`src/rtl/disp_scan_ctrl_if.sv`:
```
// rtl/disp_scan_ctrl_if.sv - value/load request and digit-scan output bundle
interface disp_scan_ctrl_if;
  logic [7:0] VAL;
  logic       LOAD;
  logic       BUSY;
  logic [3:0] BCD;
  logic [2:0] DIG_EN;

  modport master (output VAL, output LOAD, input BUSY, input BCD, input DIG_EN);
  modport slave  (input VAL, input LOAD, output BUSY, output BCD, output DIG_EN);
endinterface

```
`src/rtl/disp_scan_ctrl.sv`:
```
// rtl/disp_scan_ctrl.sv - binary-to-BCD converter with multiplexed 3-digit scan
module disp_scan_ctrl #(
  parameter int unsigned SCAN_DIV = 1000,
  parameter int unsigned DIV_W    = 16,
  parameter bit          LZB      = 1'b1
) (
  input  logic            CLK,
  input  logic            RST_N,
  disp_scan_ctrl_if.slave bus
);
  typedef enum logic {IDLE, CONV} state_t;

  localparam logic [DIV_W-1:0] DIV_LAST = DIV_W'(SCAN_DIV - 1);
  localparam logic [DIV_W-1:0] DIV_ONE  = DIV_W'(1);

  state_t           state_q, state_d;
  logic [7:0]       shift_q, shift_d;
  logic [11:0]      acc_q, acc_d;
  logic [3:0]       cnt_q, cnt_d;
  logic             pend_q, pend_d;
  logic [3:0]       d2_q, d2_d, d1_q, d1_d, d0_q, d0_d;
  logic [DIV_W-1:0] pre_q, pre_d;
  logic [1:0]       idx_q, idx_d;

  logic [11:0]      acc_adj;
  logic [19:0]      shifted;
  logic             wrap;
  logic [3:0]       bcd;
  logic [2:0]       dig_en;

  function automatic logic [3:0] add3(input logic [3:0] n);
    return (n >= 4'd5) ? n + 4'd3 : n;
  endfunction

  always_comb begin
    state_d = state_q;
    shift_d = shift_q;
    acc_d   = acc_q;
    cnt_d   = cnt_q;
    pend_d  = pend_q;
    d2_d    = d2_q;
    d1_d    = d1_q;
    d0_d    = d0_q;
    acc_adj = {add3(acc_q[11:8]), add3(acc_q[7:4]), add3(acc_q[3:0])};
    shifted = {acc_adj, shift_q} << 1;
    case (state_q)
      IDLE: begin
        if (bus.LOAD || pend_q) begin
          shift_d = bus.VAL;
          acc_d   = '0;
          cnt_d   = '0;
          pend_d  = 1'b0;
          state_d = CONV;
        end
      end
      CONV: begin
        if (bus.LOAD) pend_d = 1'b1;
        shift_d = shifted[7:0];
        acc_d   = shifted[19:8];
        cnt_d   = cnt_q + 4'd1;
        // Eighth shift: the post-shift accumulator is the final result.
        if (cnt_q == 4'd7) begin
          d2_d    = shifted[19:16];
          d1_d    = shifted[15:12];
          d0_d    = shifted[11:8];
          state_d = IDLE;
        end
      end
      default: state_d = IDLE;
    endcase
  end

  always_comb begin
    wrap  = (pre_q >= DIV_LAST);
    pre_d = wrap ? '0 : pre_q + DIV_ONE;
    idx_d = idx_q;
    // Index values 2 and the illegal 3 both return to 0.
    if (wrap) idx_d = (idx_q >= 2'd2) ? 2'd0 : idx_q + 2'd1;
  end

  always_comb begin
    bcd    = 4'd0;
    dig_en = 3'b000;
    case (idx_q)
      2'd0: begin bcd = d0_q; dig_en = 3'b001; end
      2'd1: begin bcd = d1_q; dig_en = (LZB && d2_q == 4'd0 && d1_q == 4'd0) ? 3'b000 : 3'b010; end
      2'd2: begin bcd = d2_q; dig_en = (LZB && d2_q == 4'd0) ? 3'b000 : 3'b100; end
      default: begin bcd = 4'd0; dig_en = 3'b000; end
    endcase
  end

  always_ff @(posedge CLK) begin
    if (!RST_N) begin
      state_q <= IDLE;
      shift_q <= '0;
      acc_q   <= '0;
      cnt_q   <= '0;
      pend_q  <= 1'b0;
      d2_q    <= '0;
      d1_q    <= '0;
      d0_q    <= '0;
      pre_q   <= '0;
      idx_q   <= '0;
    end else begin
      state_q <= state_d;
      shift_q <= shift_d;
      acc_q   <= acc_d;
      cnt_q   <= cnt_d;
      pend_q  <= pend_d;
      d2_q    <= d2_d;
      d1_q    <= d1_d;
      d0_q    <= d0_d;
      pre_q   <= pre_d;
      idx_q   <= idx_d;
    end
  end

  assign bus.BUSY   = (state_q == CONV);
  assign bus.BCD    = bcd;
  assign bus.DIG_EN = dig_en;
endmodule

```
`src/flat_wrapper.sv`:
```
// flat-port wrapper written by rule: the top's interface ports become plain ports
module disp_scan_ctrl_flat 
#(
  parameter int unsigned SCAN_DIV = 1000,
  parameter int unsigned DIV_W    = 16,
  parameter bit          LZB      = 1'b1
)
  (CLK, RST_N, bus_VAL, bus_LOAD, bus_BUSY, bus_BCD, bus_DIG_EN);
  disp_scan_ctrl_if bus_i ();
  input  logic CLK;
  input  logic RST_N;
  input wire logic [$bits(bus_i.VAL)-1:0] bus_VAL;
  input wire logic [$bits(bus_i.LOAD)-1:0] bus_LOAD;
  output wire logic [$bits(bus_i.BUSY)-1:0] bus_BUSY;
  output wire logic [$bits(bus_i.BCD)-1:0] bus_BCD;
  output wire logic [$bits(bus_i.DIG_EN)-1:0] bus_DIG_EN;
  assign bus_i.VAL = bus_VAL;
  assign bus_i.LOAD = bus_LOAD;
  assign bus_BUSY = bus_i.BUSY;
  assign bus_BCD = bus_i.BCD;
  assign bus_DIG_EN = bus_i.DIG_EN;
  disp_scan_ctrl #(.SCAN_DIV(SCAN_DIV), .DIV_W(DIV_W), .LZB(LZB)) u_core (.CLK(CLK), .RST_N(RST_N), .bus(bus_i));
endmodule
```
`config.mk`:
```
export PLATFORM = sky130hd
export DESIGN_NAME = disp_scan_ctrl_flat
export DESIGN_NICKNAME = d
export VERILOG_FILES = /design/src/rtl/disp_scan_ctrl_if.sv /design/src/rtl/disp_scan_ctrl.sv /design/src/flat_wrapper.sv
export SDC_FILE = /design/constraint.sdc
export NUM_CORES = 1
export LEC_CHECK = 0
export CAP_MARGIN = 20
export CORE_MARGIN = 3
export CORE_UTILIZATION = 57
export CTS_CLUSTER_DIAMETER = 120
export DETAILED_ROUTE_END_ITERATION = 6
export PLACE_DENSITY = 0.76
export SLEW_MARGIN = 20
export SYNTH_ARGS = -nofsm -noshare
export SYNTH_HDL_FRONTEND = slang
export SYNTH_SLANG_ARGS = --single-unit
```
`constraint.sdc`:
```
create_clock -name CLK -period 2 [get_ports CLK]
set_clock_uncertainty 0.15 [all_clocks]
set_input_delay 0.4 -clock CLK [delete_from_list [all_inputs] [get_ports CLK]]
set_output_delay 0.4 -clock CLK [all_outputs]
set_load 0.02 [all_outputs]
```
==> results of run 1 <==
[where the power goes]
| group | switching, mW | leakage (nW) | internal (mW) | total [mW] |
|---|---|---|---|---|
| registers | 0.0184 | 0.456 | 1.14 | 1.16 |
| logic | 0.0783 | 0.549 | 0.0883 | 0.167 |
| clock network | 0.333 | 0.0503 | 0.309 | 0.642 |
[worst max-delay path, stage by stage (launching register included)]
cell             delay (ns)
dfxtp_2                0.34
buf_6                  0.14
mux2i_1                0.11
o21ai_0                0.16
clkdlybuf4s15_1        0.32
[registers in the layout (all words and copies together) (netlist names)]
register	count
u_core.pre_q	16
u_core.acc_q	12
u_core.shift_q	8
u_core.cnt_q	4
u_core.d0_q	4
u_core.d1_q	4
u_core.d2_q	4
u_core.idx_q	2
u_core.bus.BUSY	1
u_core.pend_q	1
[final cells by class]
| cell class | count | area share, % |
|---|---|---|
| inverter | 10 | 1.317 |
| sequential | 56 | 39.38 |
| timing repair buffer | 33 | 9.701 |
| tap | 50 | 2.195 |
| multi-input combinational | 191 | 44.03 |
| clock buffer | 7 | 3.380 |
[cells by family after synthesis]
logic type / synth area share, %
flops: 46.11
other cells: 0.1543
mux: 9.984
xor+xnor: 3.603
compound gates: 13.69
buf+inv: 3.396
fa+ha+maj: 4.118
simple gates: 18.94
[routing by layer]
metal  up-vias  global-route usage (%)
met1       892                   23.78
met5         -                       0
met2        36                   32.04
met3         9                   4.067
met4         0                   7.098
li1        984                       -
[final timing paths]
kind / start / end / slack, ns / cells after the start
setup reg to reg: u_core.acc_q[5]$_SDFFE_PN0P_ / u_core.acc_q[6]$_SDFFE_PN0P_ / 0.22 / 6
setup / recovery: u_core.idx_q[1]$_SDFFE_PN0P_ / bus_BCD[0] / 0.08 / 4
hold / removal: u_core.shift_q[0]$_SDFFE_PN0P_ / u_core.shift_q[0]$_SDFFE_PN0P_ / 0.31 / 2
hold reg to reg: u_core.shift_q[0]$_SDFFE_PN0P_ / u_core.shift_q[0]$_SDFFE_PN0P_ / 0.31 / 2
[placed cells by master (no fill, tap or decap), types with 2 or more instances in the layout]
| cell | synthesis | final |
|---|---|---|
| a31oi_1 | 3 | 3 |
| mux2i_1 | 13 | 13 |
| a21oi_1 | 13 | 13 |
| ha_1 | 8 | 8 |
| and4_1 | 3 | 3 |
| clkbuf_2 | 0 | 4 |
| nor3b_1 | 5 | 5 |
| conb_1 | 1 | 6 |
| buf_4 | 0 | 14 |
| nor3_1 | 7 | 7 |
| a32o_1 | 2 | 2 |
| clkbuf_8 | 0 | 7 |
| dfxtp_1 | 56 | 55 |
| nand2_1 | 26 | 26 |
| nor2_1 | 23 | 23 |
| dlygate4sd2_1 | 0 | 2 |
| inv_1 | 9 | 9 |
| a211oi_1 | 4 | 4 |
| or3b_2 | 2 | 2 |
| nand2b_1 | 5 | 5 |
| o21ai_0 | 22 | 22 |
| xnor2_1 | 7 | 7 |
| clkdlybuf4s50_1 | 0 | 10 |
| nor2b_2 | 1 | 2 |
| nand3_1 | 6 | 6 |
| xor2_1 | 3 | 3 |
| mux2_2 | 10 | 10 |
| o22ai_1 | 7 | 7 |
==> results_dict.tcl, run 1 <==
set metrics [dict create \
    report.final.setup_viol 0 \
    ys_ff_latch 56 \
    placed_cell_area_um2 2760 \
    worstPathRequired_ns 1.45 \
    grt_max_degree 16 \
    synth_top_cell_by_area "dfxtp_1" \
    maxSlewViolCount 0 \
    min_period_ns 1.920 \
    grt_pass1_wl_mm 7.935 \
    clock-root-buffer "clkbuf_8" \
    syn_avg_cell_area_um2 9.244 \
    wire_per_inst_um 12.76 \
    die_h_um 71.31 \
    cts_tree "yes" \
    cp_max_fo 9 \
    status "finished clean" \
    clk_pin_slew_ns 0.09 \
    hold_buffers 0 \
    max-cap-violations 0 \
    port_buffers 18 \
    drive_gt1_share_pct 15.82 \
    place_congestion 0.8875 \
    cts_sinks 56 \
    clockBufferDepth 2 \
    gr-total-overflow 0 \
    clock.fmax_mhz 520.8 \
    wl_met3_um 176 \
    initial_core_util_pct 59.91 \
    grt_pass1_vias 1870 \
    final-seq-area_um2 1122 \
    setup_ws_ns 0.07980 \
    synth-main-ff-cell "dfxtp_1" \
    dr.pass1.iters 4 \
    num_rows 23 \
    core_area_um2 4058 \
    synthDistinctLibCells 40 \
    wl_met1_mm 2.085 \
    detailed_place_hpwl_mm 3.257 \
    drt_first_iter_violations 115 \
    postRouteAntennaNets 0 \
    post_cts_buffers 0 \
    multi_input_area_um2 1255 \
    stdcell_count 347 \
    drc_errors 0 \
    syn2layout_area_growth_pct 17.24 \
    fin_tns_setup_ns 0 \
    rsz0062_at_grt "false" \
    numCtsBuffers 5 \
    diodes 0 \
    wl_mm 4.426 \
    die_area_um2 5084 \
    yosysSeqAreaShare_pct 46.11 \
    synth_edf_count 0 \
    syn_area_um2 2431 \
    critPathCaptureType "primary output" \
    irDropWorstVdd_mv 0.5101 \
    ios 19 \
    powerDensity_nw_per_um2 690.5 \
    cts.htree.levels 2 \
    syn_inst 263 \
    critical_path_class "flop to primary output" \
    arrival_ns 1.37 \
    finalHoldViolCount 0 \
    cellLeakagePower_nw 1.056 \
    cts_resized 8 \
    fin_area_um2 2850 \
    final_util_pct 70.24 \
    yosysMostFrequentCell "dfxtp_1" \
    wl_met2_mm 2.103 \
    synth_common_cells "dfxtp_1 (56), nand2_1 (26), nor2_1 (23)" \
    post-place-ws_ns 0.03790 \
    synth-async-reset-ratio_pct 0 \
    power_mw 1.968 \
    hp-class "flop to flop" \
    yosys-top-cells-area "dfxtp_1 (46%), mux2i_1 (5.4%), mux2_2 (4.6%)" \
    start_kind "flop" \
    vias 1921 \
    whs_ns 0.3103 \
    fillerInstances 333 \
    finalCritPeriodShare_pct 96.01 \
    die_x_um 71.31 \
    synth_top_area_share_pct 46.11 \
    dp_cells 340 \
    nets 316 \
    antenna_found_initial 0 \
    viasPerCell 5.536 \
    top_layer_used "met4" \
    clock_latency_ns 0.30 \
    grt_usage_pct 18.97 \
    synth_warnings 0 \
]
Power figures use the tool's default switching activity.
==> run 2: changes to the inputs <==
--- a/config.mk
+++ b/config.mk
@@ -8,7 +8,6 @@
 export CAP_MARGIN = 20
 export CORE_MARGIN = 3
 export CORE_UTILIZATION = 57
-export CTS_CLUSTER_DIAMETER = 120
 export DETAILED_ROUTE_END_ITERATION = 6
 export PLACE_DENSITY = 0.76
 export SLEW_MARGIN = 20
==> results of run 2 <==
No change in the layout: final DEF, timing and power equal those of run 1.
==> run 3: changes to the inputs <==
--- a/config.mk
+++ b/config.mk
@@ -6,6 +6,7 @@
 export NUM_CORES = 1
 export LEC_CHECK = 0
 export CAP_MARGIN = 20
+export CORE_ASPECT_RATIO = 2
 export CORE_MARGIN = 3
 export CORE_UTILIZATION = 57
 export DETAILED_ROUTE_END_ITERATION = 6
==> run 3 against run 2 <==
Hold slack improved by 0.0033 ns. Sequential power about the same. Register-to-register slack about the same. Largest power group unchanged.
==> results_dict.tcl, run 3 (same netlist as run 1, synthesis figures left out) <==
set metrics [dict create \
    clk_pin_slew_ns 0.09 \
    place_congestion 0.7902 \
    hold_buffers 0 \
    clock_latency_ns 0.30 \
    antenna_found_initial 0 \
    wl_mm 4.727 \
    post_cts_buffers 0 \
    start_kind "flop" \
    die_h_um 98.36 \
    clockBufferDepth 2 \
    largest_reg_flops 16 \
    numCtsBuffers 5 \
    nets 315 \
    clock.fmax_mhz 515.9 \
    num_rows 33 \
    drive_gt1_share_pct 14.86 \
    placed_cell_area_um2 2768 \
    grt_pass1_vias 1876 \
    min_period_ns 1.938 \
    most-common-layout-cells "dfxtp_1 (55), nand2_1 (26), nor2_1 (23), o21ai_0 (22)" \
    reg2reg_from "u_core.acc_q[1]$_SDFFE_PN0P_" \
    arrival_ns 1.39 \
    maxSlewViolCount 0 \
    rsz0062_at_grt "true" \
    grt_pass1_wl_mm 8.266 \
    ios 19 \
    cts_sinks 56 \
    regToRegSetupSlack_ns 0.22 \
    reg.largest.list "u_core.pre_q x16, u_core.acc_q x12, u_core.shift_q x8" \
    cts.htree.levels 2 \
    die_area_um2 5132 \
    critical_path_class "flop to primary output" \
    startpoint "u_core.d2_q[2]$_SDFFE_PN0P_" \
    initial_core_util_pct 59.47 \
    postRouteAntennaNets 0 \
    power_mw 1.896 \
    critPathCaptureType "primary output" \
    grt_usage_pct 21.20 \
    diodes 0 \
    final_util_pct 69.85 \
    port_buffers 18 \
    syn2layout_area_growth_pct 17.45 \
    drc_errors 0 \
    irDropWorstVdd_mv 0.7173 \
    dr.pass1.iters 4 \
    worstPathRequired_ns 1.45 \
    final_common_cell "dfxtp_1" \
    cts_tree "yes" \
    grt_max_degree 23 \
    cp_max_fo 3 \
    report.final.setup_viol 0 \
    drt_first_iter_violations 47 \
    finalCritPeriodShare_pct 96.91 \
    wire_per_inst_um 13.58 \
    max-cap-violations 0 \
    r2r_end "u_core.acc_q[2]$_SDFFE_PN0P_" \
    powerDensity_nw_per_um2 664.1 \
    die_x_um 52.18 \
    fin_area_um2 2855 \
    hp-class "flop to flop" \
    cellLeakagePower_nw 1.040 \
    core_area_um2 4088 \
    reg2regPathDepth 6 \
    post-place-ws_ns -0.03924 \
    clock-root-buffer "clkbuf_8" \
    viasPerCell 5.420 \
    regMostFlops "u_core.pre_q" \
    stdcell_count 348 \
    dp_cells 341 \
    detailed_place_hpwl_mm 3.582 \
    status "finished clean" \
    vias 1886 \
    gr-total-overflow 0 \
    whs_ns 0.3136 \
    finalHoldViolCount 0 \
    fin_tns_setup_ns 0 \
    setup_ws_ns 0.06182 \
    critPathCapture "bus_DIG_EN[1]" \
]
==> run 3: how the worst min path moves through the flow <==
stage | start | end | depth (start not counted)
CTS | u_core.shift_q[0]$_SDFFE_PN0P_ | u_core.shift_q[0]$_SDFFE_PN0P_ | 2
global route | u_core.d0_q[2]$_SDFFE_PN0P_ | u_core.d0_q[2]$_SDFFE_PN0P_ | 2
global placement | u_core.acc_q[9]$_SDFFE_PN0P_ | u_core.acc_q[9]$_SDFFE_PN0P_ | 2
finish | u_core.shift_q[0]$_SDFFE_PN0P_ | u_core.shift_q[0]$_SDFFE_PN0P_ | 2
floorplan | u_core.acc_q[9]$_SDFFE_PN0P_ | u_core.acc_q[9]$_SDFFE_PN0P_ | 2
detailed placement | u_core.shift_q[0]$_SDFFE_PN0P_ | u_core.shift_q[0]$_SDFFE_PN0P_ | 2
==> run 3: what timing repair did <==
| action | CTS | global route |
|---|---|---|
| pin swaps | 0 | 1 |
| endpoints found under the hold margin | 0 | 0 |
| gates resized for setup | 10 | 10 |
| setup endpoints to repair | 7 | 5 |
==> run 3: layout make-up <==
| cell class | instances | area [um^2] |
|---|---|---|
| Clock buffer | 6 | 72.57 |
| Multi-Input combinational cell | 191 | 1266 |
| Clock inverter | 1 | 5.005 |
| Sequential cell | 56 | 1125 |
| Tap cell | 52 | 65.06 |
| Inverter | 10 | 37.54 |
| Timing Repair Buffer | 32 | 284.0 |
| Fill cell | 318 | 1232 |
==> run 3: report_power, final <==
group          total (mW)  internal (mW)  switching [mW]
Combinational       0.175         0.0921          0.0832
Clock               0.562          0.239           0.323
Sequential           1.16           1.14          0.0182
==> run 3: metal layers <==
metal	GRT usage (%)	part of all wire [%]	wire length (um)	vias to the layer above
li1	-	-	-	985
met1	22.01	38	1777	852
met2	39.09	57	2685	36
met3	3.664	2.6	122	13
met4	9.646	3.0	142	0
met5	0	0	0	-
==> run 3: worst max-delay path: stages, from the launching register on <==
cell and delay (ns):
dfxtp_1 0.35, nor4_2 0.32, a21boi_0 0.13, clkdlybuf4s15_1 0.30
